[src/rtl/fetch_ctrl_pkg.sv]
// Shared types and constants for the instruction-fetch sequencer.
package fetch_ctrl_pkg;

  // Default fetch address loaded by reset.
  localparam logic [31:0] FETCH_RESET_ADDR = 32'h8000_0200;

  // Fetch sequencer states.
  typedef enum logic [2:0] {
    StIdle = 3'd0,
    StReq  = 3'd1,
    StWait = 3'd2,
    StResp = 3'd3,
    StErr  = 3'd4
  } fetch_state_e;

  // Instruction addresses must be word aligned.
  function automatic logic word_aligned(input logic [31:0] addr);
    return addr[1:0] == 2'b00;
  endfunction

endpackage

[src/rtl/fetch_ctrl_timer.sv]
// Bus-response watchdog: counts while enabled and pulses expire on the last
// allowed cycle. A limit of zero disables it.
module fetch_ctrl_timer #(
  parameter int unsigned WIDTH = 8
) (
  input  logic             clk,
  input  logic             rest_n,
  input  logic             clear,
  input  logic             enable,
  input  logic [WIDTH-1:0] limit,
  output logic             expire
);

  logic [WIDTH-1:0] count_q;

  // Count up while enabled; saturate at the limit so a suppressed expiry cannot wrap and refire.
  always_ff @(posedge clk or negedge rest_n) begin
    if (!rest_n) begin
      count_q <= '0;
    end else if (clear) begin
      count_q <= '0;
    end else if (enable && (count_q != limit)) begin
      count_q <= count_q + WIDTH'(1);
    end
  end

  assign expire = enable && (limit != '0) && (count_q == limit - WIDTH'(1));

endmodule

[src/rtl/fetch_ctrl.sv]
// Instruction-fetch sequencer: owns the fetch address, keeps one imem request
// in flight, buffers the returned word for decode and applies redirects.
module fetch_ctrl
  import fetch_ctrl_pkg::*;
#(
  parameter logic [31:0] RESET_ADDR  = FETCH_RESET_ADDR,
  parameter int unsigned TIMEOUT_CYC = 255
) (
  input  logic        clk,
  input  logic        rest_n,
  input  logic        redirect_valid,
  input  logic [31:0] redirect_addr,
  output logic        imem_req,
  output logic [31:0] imem_addr,
  input  logic        imem_gnt,
  input  logic        imem_rvalid,
  input  logic [31:0] imem_rdata,
  output logic        inst_valid,
  input  logic        inst_ready,
  output logic [31:0] inst,
  output logic [31:0] inst_pc,
  output logic [31:0] inst_rt_addr,
  output logic        fetch_err,
  output logic [31:0] err_addr
);

  localparam int unsigned       TimerW     = (TIMEOUT_CYC > 0) ? $clog2(TIMEOUT_CYC + 1) : 1;
  localparam logic [TimerW-1:0] TimerLimit = TimerW'(TIMEOUT_CYC);

  fetch_state_e state_q;
  logic [31:0]  fetch_pc_q;
  logic [31:0]  req_pc_q;
  logic         kill_q;

  logic [31:0]  entry_addr;
  logic         bad_redirect;
  logic         granted;
  logic         in_wait;
  logic         timeout;

  // Address of the next request when (re)entering REQ: a redirect overrides fetch_pc.
  assign entry_addr   = redirect_valid ? redirect_addr : fetch_pc_q;
  assign bad_redirect = redirect_valid && !word_aligned(redirect_addr);
  assign granted      = (state_q == StReq) && imem_gnt;
  assign in_wait      = (state_q == StWait);

  fetch_ctrl_timer #(
    .WIDTH (TimerW)
  ) u_timer (
    .clk    (clk),
    .rest_n (rest_n),
    .clear  (!in_wait),
    .enable (in_wait),
    .limit  (TimerLimit),
    .expire (timeout)
  );

  // Fetch FSM with address registers, stale-response flag and all registered outputs.
  always_ff @(posedge clk or negedge rest_n) begin
    if (!rest_n) begin
      state_q      <= StIdle;
      fetch_pc_q   <= RESET_ADDR;
      req_pc_q     <= '0;
      kill_q       <= 1'b0;
      imem_req     <= 1'b0;
      imem_addr    <= '0;
      inst_valid   <= 1'b0;
      inst         <= '0;
      inst_pc      <= '0;
      inst_rt_addr <= '0;
      fetch_err    <= 1'b0;
      err_addr     <= '0;
    end else begin
      fetch_err <= 1'b0;
      if (redirect_valid) fetch_pc_q <= redirect_addr;
      if (granted) req_pc_q <= imem_addr;

      if (bad_redirect) begin
        // Any granted request is still on the bus; its response must be dropped later.
        state_q    <= StErr;
        imem_req   <= 1'b0;
        inst_valid <= 1'b0;
        fetch_err  <= 1'b1;
        err_addr   <= redirect_addr;
        kill_q     <= in_wait || granted;
      end else begin
        unique case (state_q)
          StIdle: begin
            state_q   <= StReq;
            imem_req  <= 1'b1;
            imem_addr <= entry_addr;
          end
          StReq: begin
            // The old address stays on the bus until granted; a redirect only marks it stale.
            if (redirect_valid) kill_q <= 1'b1;
            if (imem_gnt) begin
              state_q  <= StWait;
              imem_req <= 1'b0;
              // A stale request must not advance fetch_pc past the redirect target.
              if (!redirect_valid && !kill_q) fetch_pc_q <= imem_addr + 32'd4;
            end
          end
          StWait: begin
            if (imem_rvalid) begin
              if (redirect_valid || kill_q) begin
                kill_q    <= 1'b0;
                state_q   <= StReq;
                imem_req  <= 1'b1;
                imem_addr <= entry_addr;
              end else begin
                inst         <= imem_rdata;
                inst_pc      <= req_pc_q;
                inst_rt_addr <= req_pc_q + 32'd4;
                inst_valid   <= 1'b1;
                state_q      <= StResp;
              end
            end else if (redirect_valid) begin
              kill_q <= 1'b1;
            end else if (timeout) begin
              // The timed-out response is treated as lost, so nothing is left to drop.
              kill_q    <= 1'b0;
              fetch_err <= 1'b1;
              err_addr  <= req_pc_q;
              state_q   <= StErr;
            end
          end
          StResp: begin
            if (redirect_valid || inst_ready) begin
              inst_valid <= 1'b0;
              state_q    <= StReq;
              imem_req   <= 1'b1;
              imem_addr  <= entry_addr;
            end
          end
          StErr: begin
            if (redirect_valid) begin
              state_q   <= StReq;
              imem_req  <= 1'b1;
              imem_addr <= redirect_addr;
            end
          end
          default: begin
            state_q  <= StIdle;
            imem_req <= 1'b0;
          end
        endcase
      end
    end
  end

endmodule
[config.mk]
export PLATFORM = sky130hd
export DESIGN_NAME = fetch_ctrl
export DESIGN_NICKNAME = d
export VERILOG_FILES = /design/src/rtl/fetch_ctrl_pkg.sv /design/src/rtl/fetch_ctrl_timer.sv /design/src/rtl/fetch_ctrl.sv
export SDC_FILE = /design/constraint.sdc
export NUM_CORES = 1
export LEC_CHECK = 0
export CAP_MARGIN = 10
export CORE_MARGIN = 2
export CORE_UTILIZATION = 30
export CTS_BUF_LIST = sky130_fd_sc_hd__clkbuf_4 sky130_fd_sc_hd__clkbuf_8
export CTS_CLUSTER_SIZE = 12
export DETAILED_ROUTE_END_ITERATION = 7
export MAX_ROUTING_LAYER = met4
export PLACE_DENSITY = 0.64
export SLEW_MARGIN = 0
export SYNTH_ARGS = -nofsm -noshare
export SYNTH_HDL_FRONTEND = slang
export SYNTH_SLANG_ARGS = --single-unit
export TNS_END_PERCENT = 100
[constraint.sdc]
create_clock -name clk -period 2.25 [get_ports clk]
set_input_delay 0.225 -clock clk [delete_from_list [all_inputs] [get_ports clk]]
set_output_delay 0.225 -clock clk [all_outputs]
set_load 0.01 [all_outputs]
==> results of run 1 <==
[state kept, by name, indices dropped and copies added, names as in the netlist]
register and count:
err_addr 32, fetch_pc_q 32, imem_addr 32, inst 32
inst_pc 32, req_pc_q 32, inst_rt_addr 30, u_timer.count_q 8
state_q 3, fetch_err 1, imem_req 1, inst_valid 1
kill_q 1
[worst max path at each step]
stage	from	to	slack (ps)	depth (start not counted)
after floorplan	imem_addr[12]$_DFFE_PN0P_	fetch_pc_q[30]$_DFF_PN0_	210	6
after global placement	imem_rvalid	err_addr[27]$_DFFE_PN0P_	-10	7
after detailed placement	imem_rvalid	err_addr[30]$_DFFE_PN0P_	-20	7
after CTS	imem_addr[21]$_DFFE_PN0P_	imem_addr[21]	200	1
after global routing	state_q[2]$_DFFE_PN0P_	err_addr[30]$_DFFE_PN0P_	120	6
final	imem_addr[21]$_DFFE_PN0P_	imem_addr[21]	200	1
[where the power goes]
part	total (mW)	leakage, nW	internal (mW)	switching (mW)
logic	6.67	3.40	3.39	3.28
clock network	3.95	0.447	2.22	1.73
registers	6.75	3.03	5.53	1.22
[cell usage in the layout, fill, tap and decap left out, types with 30 or more instances in the layout]
cell | netlist | layout
a31oi_1 | 30 | 30
buf_4 | 4 | 81
clkbuf_8 | 0 | 50
clkdlybuf4s50_1 | 0 | 230
dfrtp_1 | 235 | 235
mux2_2 | 54 | 54
mux2i_1 | 31 | 31
nand2_1 | 328 | 328
nand3_1 | 37 | 36
nor2_1 | 33 | 33
o21ai_0 | 63 | 63
[what timing repair did]
action                                 CTS  global route
setup endpoints to repair                0             0
resized for setup                        0             0
hold buffers                             1             0
endpoints found under the hold margin   55             0
[kinds of logic (layout without fill, tap and decap cells)]
kind of cell,count (synthesis),count (layout),synth area share (%)
flip-flops,237,237,52.3
AO/OA/AOI/OAI,204,204,11.9
multiplexers,85,85,8.09
AND/OR/NAND/NOR,517,517,21.0
adder cells (fa/ha/maj),4,4,0.441
buffers and inverters,109,413,3.89
XOR/XNOR,31,31,2.39
[layer usage]
| metal | vias up | global-route usage (%) | part of all wire [%] |
|---|---|---|---|
| met5 | - | - | 0 |
| met4 | 0 | 5.97 | 2.6 |
| met3 | 61 | 2.92 | 6.5 |
| met2 | 348 | 28.6 | 45 |
| met1 | 4918 | 26.9 | 46 |
| li1 | 4706 | - | - |
[per-stage QoR]
stage / cell area, um2 / utilization (%)
2_1_floorplan: 11400 / -
3_3_place_gp: 14800 / 39.5
3_5_place_dp: 14800 / 39.5
4_1_cts: 15600 / 41.7
5_1_grt: 15600 / 41.7
6_report: 15600 / 41.7
[final cells by class]
| cell class | instances | area, um2 | area share [%] |
|---|---|---|---|
| well taps | 511 | 639 | 4.09 |
| inverters | 19 | 71.3 | 0.456 |
| clock buffers | 63 | 786 | 5.03 |
| flip-flops and latches | 237 | 5930 | 38.0 |
| multi-input cells | 841 | 5020 | 32.1 |
| clock inverters | 7 | 38.8 | 0.248 |
| repair buffers | 324 | 3140 | 20.1 |
==> flow_metrics.tcl, run 1 <==
set metrics [dict create \
    whs_path_depth 3 \
    max_stage_delay_ps 650 \
    synth_cells 1187 \
    grt_max_degree 72 \
    cts-root-buf "clkbuf_8" \
    firstDrtPassIters 5 \
    skew_ps 17.0 \
    hpwl_mm 27.5 \
    status "finished clean" \
    synth_area_leaders "dfrtp_1, nand2_1, mux2_2" \
    hold_class "in2reg" \
    crit_chain "clkdlybuf4s50_1" \
    crit_slowest_cell "dfrtp_1" \
    cp_top_family "flip-flops" \
    row_count 71 \
    tns_ps 0 \
    area_growth_pct 37.7 \
    power.total_mw 17.4 \
    max-slew-margin-rel_pct 64.7 \
    port_buffers 232 \
    rsz0062_at_grt "no" \
    place_inst 1931 \
    timing.final.ws_setup_ps 196 \
    path_max_fanout 12 \
    peakVddDrop_mv 0.359 \
    min_period_ps 2050 \
    synth_largest_area_cell "dfrtp_1" \
    critPathArrivalTime_ps 1830 \
    cp-start-kind "register" \
    tightestPinTransition_ps 530 \
    grt_use_total_pct 19.2 \
    core_mm2 0.0375 \
    drive_gt1_share_pct 15.6 \
    yosysMostFrequentCell "nand2_1" \
    cp_num_buf_inv 1 \
    insertion_delay_ps 540 \
    powerDensity_mw_per_mm2 1110 \
    io_pins 233 \
    grt_pass1_wl_mm 57.1 \
    wirelength_mm 37.0 \
    period_share_pct 91.3 \
    antennaDiodeCount 0 \
    setup_viol 0 \
    syn_nets 1261 \
    fin_cells 2002 \
    yosysTopAreaCellShare_pct 51.8 \
    final_nets 1537 \
    syn_area_mm2 0.0114 \
    viasPerCell 5.01 \
    die_x_um 199 \
    cts_buffer_depth 3 \
    hp-start "redirect_valid" \
    p_leak_nw 6.88 \
    drtAntennaViolNets 0 \
    cts_tree "built" \
    fillers 3682 \
    path_clk_slew_ps 50 \
    yosys_register_bits 237 \
    hold_slack_ps 174 \
    cts_num_sinks 237 \
    r2r-end "err_addr[30]$_DFFE_PN0P_" \
    fp.dieArea_mm2 0.0394 \
    synth_edf_count 0 \
    post_cts_buffers 0 \
    async_flop_share_pct 100 \
    worst_setup_path_end_kind "primary output" \
    drc_errors 0 \
    syn_avg_cell_area_um2 9.56 \
    synth_cell_types 59 \
    synthTopCellsByCount "nand2_1, dfrtp_1, clkbuf_1, o21ai_0, mux2_2" \
    gr-total-overflow 0 \
    htreeDepth 2 \
    cts_made_buffers 40 \
    first_iter_violations 717 \
    r2r_slack_ps 210 \
    grt_pass1_vias 9748 \
    start_util_pct 30.3 \
    antenna_found_initial 0 \
    report.final.slew_viol_count 0 \
    max_cap_violations 0 \
    clock.fmax_mhz 487 \
    path_class "reg2out" \
    yosysSeqAreaShare_pct 52.3 \
    vias 10000 \
    dpl_worst_slack_ps -17.4 \
    reg2regPathDepth 6 \
    hold_end "imem_req$_DFFE_PN0P_" \
    place_congestion 0.889 \
    die_y_um 199 \
    hold_viol_final 0 \
    wl_per_cell_um 18.5 \
    yosys_warnings 0 \
    synth_flop_cell "dfrtp_1" \
    worstReg2RegStart "state_q[2]$_DFFE_PN0P_" \
    critPathRequiredTime_ps 2030 \
]
(Power assumes the default switching activity.)
==> inputs of run 2 (changes only) <==
Settings changed: ABC_AREA from default to 1, PLACE_DENSITY 0.64 to 0.63.
Clock period 2.25 ns to 2.5 ns, I/O delays scaled along.
==> run 2 against run 1 <==
Effect of this change: non-clock buffer count down 52; total power down 8.1%; core utilization down 1.1 points; die area up 3.9%; area after synthesis up 3.9%; wire length up 10%; final cell count up 17%; clock-buffer cell count unchanged; via count up 12%; final area up 0.58%; highest routed layer unchanged.
==> flow_metrics.tcl, run 2 <==
set metrics [dict create \
    grt_pass1_vias 10800 \
    yosys_warnings 0 \
    cts_buffer_depth 3 \
    core_mm2 0.0387 \
    cts_resized 0 \
    area_growth_pct 33.2 \
    critPathRequiredTime_ps 2910 \
    report.final.slew_viol_count 0 \
    wl_per_cell_um 17.4 \
    hold_buffers 1 \
    final_nets 1875 \
    syn_area_mm2 0.0118 \
    drive_gt1_share_pct 7.67 \
    start_util_pct 30.5 \
    first_iter_violations 1034 \
    hold_slack_ps 233 \
    layout_common_cells "nand2_1, dfrtp_1, clkdlybuf4s50_1" \
    syn_avg_cell_area_um2 7.58 \
    path_class "reg2reg" \
    worst_setup_path_end_kind "register" \
    port_buffers 232 \
    die_x_um 202 \
    firstDrtPassIters 5 \
    yosysMostFrequentCell "nand2_1" \
    period_share_pct 87.5 \
    min_period_ps 2190 \
    tns_ps 0 \
    yosys_register_bits 237 \
    die_y_um 202 \
    placed_cell_area_mm2 0.0148 \
    synth_cells 1557 \
    cts-root-buf "clkbuf_8" \
    peakVddDrop_mv 0.369 \
    met1_usage_pct 29.1 \
    max_cap_violations 0 \
    synth_flop_cell "dfrtp_1" \
    globalRouteMet2Util_pct 28.9 \
    p_leak_nw 7.24 \
    antenna_found_initial 0 \
    path_max_fanout 41 \
    skew_ps 27.8 \
    setup_viol 0 \
    post_cts_buffers 0 \
    cts_tree "built" \
    final_common_cell "nand2_1" \
    place_congestion 0.899 \
    drc_errors 0 \
    wirelength_mm 40.7 \
    vias 11200 \
    powerDensity_mw_per_mm2 1020 \
    synth_area_leaders "dfrtp_1, nand2_1, o21ai_0" \
    viasPerCell 4.80 \
    max-slew-margin-rel_pct 35.3 \
    async_flop_share_pct 100 \
    whs_path_depth 3 \
    fin_cells 2344 \
    busiest_layer "met1" \
    insertion_delay_ps 570 \
    cp-start-kind "register" \
    power.total_mw 16.0 \
    cts_made_buffers 43 \
    antennaDiodeCount 0 \
    fp.dieArea_mm2 0.0409 \
    grt_pass1_wl_mm 62.7 \
    post-route-cell-area_mm2 0.0157 \
    hold_viol_final 0 \
    io_pins 233 \
    clock.fmax_mhz 457 \
    syn_nets 1631 \
    tightestPinTransition_ps 971 \
    yosysTopAreaCellShare_pct 49.8 \
    synth_edf_count 0 \
    path_clk_slew_ps 60 \
    hpwl_mm 29.8 \
    status "finished clean" \
    grt_util_met3_pct 3.74 \
    gr-total-overflow 0 \
    synth_cell_types 44 \
    rsz0062_at_grt "no" \
    grt_use_total_pct 20.3 \
    place_inst 2273 \
    reg2regPathDepth 9 \
    yosysSeqAreaShare_pct 50.3 \
    critPathArrivalTime_ps 2590 \
    cts_num_sinks 237 \
    synth_largest_area_cell "dfrtp_1" \
    row_count 72 \
    htreeDepth 2 \
    drtAntennaViolNets 0 \
    hold_class "in2reg" \
    synthTopCellsByCount "nand2_1, dfrtp_1, o21ai_0, inv_1, nor2_1" \
    grt_max_degree 81 \
]
[run 2: cell type report]
cell class                      count  area (um2)
Clock inverter                      7        91.3
Fill cell                        3972       23000
Inverter                          137         514
Sequential cell                   237        5930
Multi-Input combinational cell   1110        4980
Clock buffer                       63         811
Timing Repair Buffer              272        2740
Tap cell                          518         648
[run 2: cell families (layout without fill, tap and decap cells)]
kind of cell	Yosys count	count (layout)	share of synthesized area, %
AND/OR/NAND/NOR	803	803	27.2
buffers and inverters	210	479	7.65
adder cells (fa/ha/maj)	4	4	0.424
multiplexers	2	2	0.180
AO/OA/AOI/OAI	277	277	12.5
flip-flops	237	237	50.3
XOR/XNOR	24	24	1.78
[run 2: worst paths after layout]
kind                       slack, ps                      startpoint                          end
hold / removal                   230                  imem_rdata[26]         inst[26]$_DFFE_PN0P_
max in group asynchronous       1420                          rest_n      fetch_pc_q[9]$_DFF_PN1_
setup / recovery                 310  u_timer.count_q[0]$_DFFE_PN0P_     err_addr[15]$_DFFE_PN0P_
setup reg to reg                 310  u_timer.count_q[0]$_DFFE_PN0P_     err_addr[15]$_DFFE_PN0P_
hold reg to reg                  470            inst[27]$_DFFE_PN0P_         inst[27]$_DFFE_PN0P_
min in group asynchronous        290                          rest_n  inst_rt_addr[4]$_DFFE_PN0P_
[run 2: per-stage QoR]
stage / setup slack [ps] / utilization, %
global placement: 277 / 38.2
global route: 116 / 40.6
floorplan: 820 / -
CTS: 337 / 40.6
detailed placement: 185 / 38.2
finish: 313 / 40.6
[run 2: critical path, stage by stage (launching register included)]
cell     delay [ps]
dfrtp_1         390
inv_1           100
ha_1            150
nand3_1          60
nor2_1          240
nand2_1         160
o21ai_2         220
inv_2           400
nand2_1         220
o21ai_2          60
[run 2: routing by layer]
metal	part of all wire, %	routed length (um)	up-vias
li1	-	-	5437
met1	48	19600	5297
met2	42	17200	433
met3	7.1	2880	74
met4	2.7	1090	0
met5	0	0	-
[run 2: power breakdown]
group	switching (mW)	internal [mW]
sequential	1.35	5.03
combinational	3.05	2.64
clock	1.64	2.27
total	6.03	9.94
==> inputs of run 3 (changes only) <==
Settings changed: CAP_MARGIN 10 to 20, CORE_UTILIZATION 30 to 45, PLACE_DENSITY 0.63 to 0.83, SETUP_SLACK_MARGIN from default to 0.15.
==> run 3 against run 2 <==
Effect of this change: global-route usage grew 6.7 points; first-iteration DRC count grew 9.4%; final cell count shrank 7.8%; wire length shrank 9.6%; critical path type unchanged; critical endpoint is now err_addr[23]$_DFFE_PN0P_.
==> flow_metrics.tcl, run 3 (synthesized netlist as in run 2, its figures left out) <==
set metrics [dict create \
    wl_met3_mm 3.29 \
    drtAntennaViolNets 0 \
    core_mm2 0.0259 \
    grt_max_degree 76 \
    highest_layer "met4" \
    status "finished clean" \
    setup_viol 0 \
    timing.final.ws_setup_ps 306 \
    gr-total-overflow 0 \
    place_inst 2087 \
    grt_pass1_wl_mm 58.1 \
    skew_ps 31.8 \
    insertion_delay_ps 550 \
    port_buffers 232 \
    clock.fmax_mhz 456 \
    path_class "reg2reg" \
    antenna_found_initial 0 \
    crit_start "u_timer.count_q[0]$_DFFE_PN0P_" \
    final_common_cell "nand2_1" \
    max-slew-margin-rel_pct 54.9 \
    grt_use_total_pct 27.0 \
    cts_num_sinks 237 \
    worstReg2RegStart "u_timer.count_q[0]$_DFFE_PN0P_" \
    min_period_ps 2190 \
    p_leak_nw 7.24 \
    report.final.slew_viol_count 0 \
    path_max_fanout 14 \
    io_pins 233 \
    place_congestion 0.945 \
    area_growth_pct 31.1 \
    fillers 2268 \
    fp.dieArea_mm2 0.0275 \
    wl_met1_mm 15.9 \
    tns_ps 0 \
    wirelength_mm 36.8 \
    critPathRequiredTime_ps 2970 \
    powerDensity_mw_per_mm2 1020 \
    crit_end "err_addr[23]$_DFFE_PN0P_" \
    die_x_um 166 \
    row_count 59 \
    cts-root-buf "clkbuf_8" \
    cts_made_buffers 42 \
    worst_setup_path_end_kind "register" \
    hold_class "in2reg" \
    hpwl_mm 27.3 \
    firstDrtPassIters 5 \
    hold_viol_final 0 \
    cts_tree "built" \
    max_cap_violations 0 \
    viasPerCell 5.30 \
    post_cts_buffers 0 \
    cp-start-kind "register" \
    first_iter_violations 1131 \
    wl_per_cell_um 17.0 \
    fin_cells 2161 \
    peakVddDrop_mv 0.512 \
    drc_errors 0 \
    final_nets 1871 \
    period_share_pct 87.8 \
    grt_pass1_vias 10800 \
    dpl_worst_slack_ps 150 \
    path_clk_slew_ps 60 \
    critPathArrivalTime_ps 2660 \
    antennaDiodeCount 0 \
    vias 11500 \
    reg2regPathDepth 9 \
    multi_input_area_mm2 0.00499 \
    die_y_um 166 \
    seqCellArea_mm2 0.00593 \
    drive_gt1_share_pct 7.67 \
    r2r_slack_ps 310 \
    rsz0062_at_grt "no" \
    tightestPinTransition_ps 675 \
    r2r-end "err_addr[23]$_DFFE_PN0P_" \
    htreeDepth 2 \
    start_util_pct 45.5 \
    cts_buffer_depth 3 \
    layout_common_cells "nand2_1, dfrtp_1, clkdlybuf4s50_1" \
    routed-wl-met2_mm 16.2 \
]
==> run 3: cell count changes in the layout (fill, tap and decap cells not counted) <==
cell	delta
bufinv_16	-1
inv_6	-1
clkinv_2	+1
nor3_2	-1
clkbuf_4	+4
nor3_4	+1
buf_4	-3
==> run 3: power breakdown <==
part           total, mW  switching, mW  internal, mW
sequential          6.34           1.31          5.03
combinational       5.57           2.98          2.59
clock               3.83           1.61          2.23
==> run 3: layout make-up <==
| class | count | area share [%] |
|---|---|---|
| clock buffers | 67 | 5.43 |
| inverters | 137 | 3.32 |
| flip-flops and latches | 237 | 38.3 |
| clock inverters | 6 | 0.372 |
| multi-input cells | 1110 | 32.2 |
| well taps | 335 | 2.71 |
| repair buffers | 269 | 17.6 |
==> run 3: metal layers <==
layer	up-vias	GRT usage (%)
met3	90	5.34
met4	0	10.4
met2	571	39.8
met1	5379	37.1
met5	-	-
li1	5420	-
==> run 3: how the worst min path moves through the flow <==
stage              startpoint                        endpoint  cells after the start
3_5_place_dp           rest_n  u_timer.count_q[6]$_DFFE_PN0P_                      1
4_1_cts        imem_rdata[30]            inst[30]$_DFFE_PN0P_                      3
3_3_place_gp           rest_n  u_timer.count_q[6]$_DFFE_PN0P_                      1
5_1_grt         imem_rdata[6]             inst[6]$_DFFE_PN0P_                      3
2_1_floorplan          rest_n         err_addr[0]$_DFFE_PN0P_                      0
6_report       imem_rdata[28]            inst[28]$_DFFE_PN0P_                      3
==> run 3: timing repair <==
item | in CTS | in global routing
endpoints found under the hold margin | 69 | 0
hold buffers | 1 | 0
endpoints found under the setup margin | 9 | 0
resized for setup | 1 | 0
==> run 3: per-stage QoR <==
stage / util, % / total power, mW / area (um2) / hold WS [ps]
after global routing: 59.7 / 16.7 / 15500 / 249
after detailed placement: 56.2 / 11.9 / 14600 / 276
after CTS: 59.7 / 15.8 / 15500 / 228
final: 59.7 / 15.7 / 15500 / 253
after global placement: 56.2 / 11.7 / 14600 / 270
after floorplan: - / 8.75 / 11800 / -45.6
==> run 3: worst max-delay path: stages (launching register included) <==
cell	delay, ps
dfrtp_1	390
inv_1	110
ha_1	160
nand3_1	60
nor2_1	230
nand2_1	150
nor3_4	540
buf_4	300
nand2_1	80
nand3_1	90
==> patch: new RTL, flow settings as in run 3 <==
Re-encode `fetch_state_e` (5 states) as Gray code, 3 bits wide.
--- a/src/rtl/fetch_ctrl_pkg.sv
+++ b/src/rtl/fetch_ctrl_pkg.sv
@@ -7,9 +7,9 @@
   // Fetch sequencer states.
   typedef enum logic [2:0] {
-    StIdle = 3'd0,
-    StReq  = 3'd1,
-    StWait = 3'd2,
-    StResp = 3'd3,
-    StErr  = 3'd4
+    StIdle = 3'b000,
+    StReq  = 3'b001,
+    StWait = 3'b011,
+    StResp = 3'b010,
+    StErr  = 3'b110
   } fetch_state_e;
 
Check against the original RTL: same outputs for any inputs over 4 cycles, from zero or initial values; so few cycles prove little.
==> patch against run 3 <==
- die area shrank 0.40%
- wire length grew 3.5%
- setup slack gained 0.064 ns
- critical path type unchanged
- area after synthesis shrank 0.41%
- count of clock-buffer cells in the layout shrank 4
- cell area grew 0.16%
- largest cell class unchanged
- clock skew shrank 0.021 ns
- total power grew 7.9%
- sequential cell count is the same
==> patch: results (changes against run 3) <==
\begin{tabular}{lr}
\hline
Metric & Value \\
\hline
\multicolumn{2}{l}{\textbf{Outcome}} \\
Result of the run & finished, final reports clean \\
\multicolumn{2}{l}{\textbf{Yosys}} \\
Main area contributors after synthesis & sky130\_fd\_sc\_hd\_\_dfrtp\_1, sky130\_fd\_sc\_hd\_\_nand2\_1, sky130\_fd\_sc\_hd\_\_o21ai\_0, sky130\_fd\_sc\_hd\_\_nor2\_1, sky130\_fd\_sc\_hd\_\_inv\_1 \\
Adder-cell share of the synthesized area & 0.426\% (+0.0018 points) \\
Synthesized-area fraction occupied by xor and xnor cells & 1.34\% (-0.44 points) \\
Register area share after synthesis & 50.5\% (+0.21 points) \\
Most frequent cells after synthesis & sky130\_fd\_sc\_hd\_\_nand2\_1, sky130\_fd\_sc\_hd\_\_dfrtp\_1, sky130\_fd\_sc\_hd\_\_nor2\_1 \\
Mapped Cells & 1522 (-2.2\%) \\
Proportion of synthesized area in mux cells & 0.341\% (+0.16 points) \\
Number of nets in the synthesized netlist & 1596 (-2.1\%) \\
Number of distinct library cells after synthesis & 48 (+9.1\%) \\
Compound-gate portion of the synthesized area & 11.8\% (-0.73 points) \\
\multicolumn{2}{l}{\textbf{Global routing}} \\
Vias in the first global route & 11100 (+2.0\%) \\
First-pass GRT wire length & 60.4 mm (+4.0\%) \\
Antenna violations before repair & 1 (+1) \\
Maximum number of pins on one net before global-route repair & 74 (-2.6\%) \\
\multicolumn{2}{l}{\textbf{Route}} \\
Sum of routed wire length over all layers & 38.1 mm (+3.5\%) \\
Vias per Instance & 5.36 (+1.1\%) \\
Routed wire length per instance & 17.9 µm (+5.0\%) \\
\multicolumn{2}{l}{\textbf{Setup path}} \\
Crit path arrival time & 2.54 ns (-0.12 ns) \\
Biggest fanout along the worst timing path & 6 (-8) \\
Highest cell delay on the worst timing path & 0.42 ns (-0.12 ns) \\
\multicolumn{2}{l}{\textbf{Power and ir drop}} \\
Switching power total & 6.29 mW (+6.7\%) \\
Worst IR drop on VDD & 0.000770 V (+50\%) \\
Power density normalized to cell area & 1100 nW/µm² (+7.7\%) \\
Sequential group power & 6.56 mW (+3.5\%) \\
LEAKAGE & 7.23 nW (-0.23\%) \\
\multicolumn{2}{l}{\textbf{Layout}} \\
Fraction of final layout cells sized beyond drive strength 1 & 8.14\% (+0.48 points) \\
\multicolumn{2}{l}{\textbf{STA}} \\
Worst relative slew slack & 52.9\% (-2.0 points) \\
Worst clock skew & 0.0112 ns (-0.0205 ns) \\
\multicolumn{2}{l}{\textbf{Placement}} \\
Detailed Place HPWL & 28.0 mm (+2.8\%) \\
Number of placed instances with taps included & 2052 (-1.7\%) \\
Total placed instance area & 14500 µm² (-0.53\%) \\
\multicolumn{2}{l}{\textbf{Clock tree}} \\
Post\_cts resized & 0 (-1) \\
Num CTS Buffers & 41 (-2.4\%) \\
\hline
\end{tabular}
patch: final cells by class:
type | instances | area [µm²]
clock buffers | 63 | 817
flip-flops and latches | 237 | 5930
repair buffers | 265 | 2670
well taps | 335 | 419
multi-input cells | 1104 | 5050
inverters | 112 | 423
clock inverters | 12 | 188
fillers | 2274 | 10300
diodes | 1 | 2.50
patch: final timing paths:
kind / startpoint / endpoint / slack (ns) / cells after the start
min in group asynchronous: rest_n / inst[3] / 0.26 / 2
max in group asynchronous: rest_n / inst[12] / 1.42 / 3
worst max-delay path: req_pc_q[3] / inst_rt_addr[22] / 0.37 / 10
worst min register to register: inst[4] / inst[4] / 0.48 / 2
worst max register to register: req_pc_q[3] / inst_rt_addr[22] / 0.37 / 10
worst min-delay path: imem_rdata[3] / inst[3] / 0.25 / 3
patch: per-layer routing:
metal	part of all wire, %	global-route usage (%)	vias to the layer above
li1	-	-	5371
met1	45	39.6	5470
met2	45	43.0	505
met3	8.1	5.04	68
met4	2.0	6.47	0
met5	0	-	-
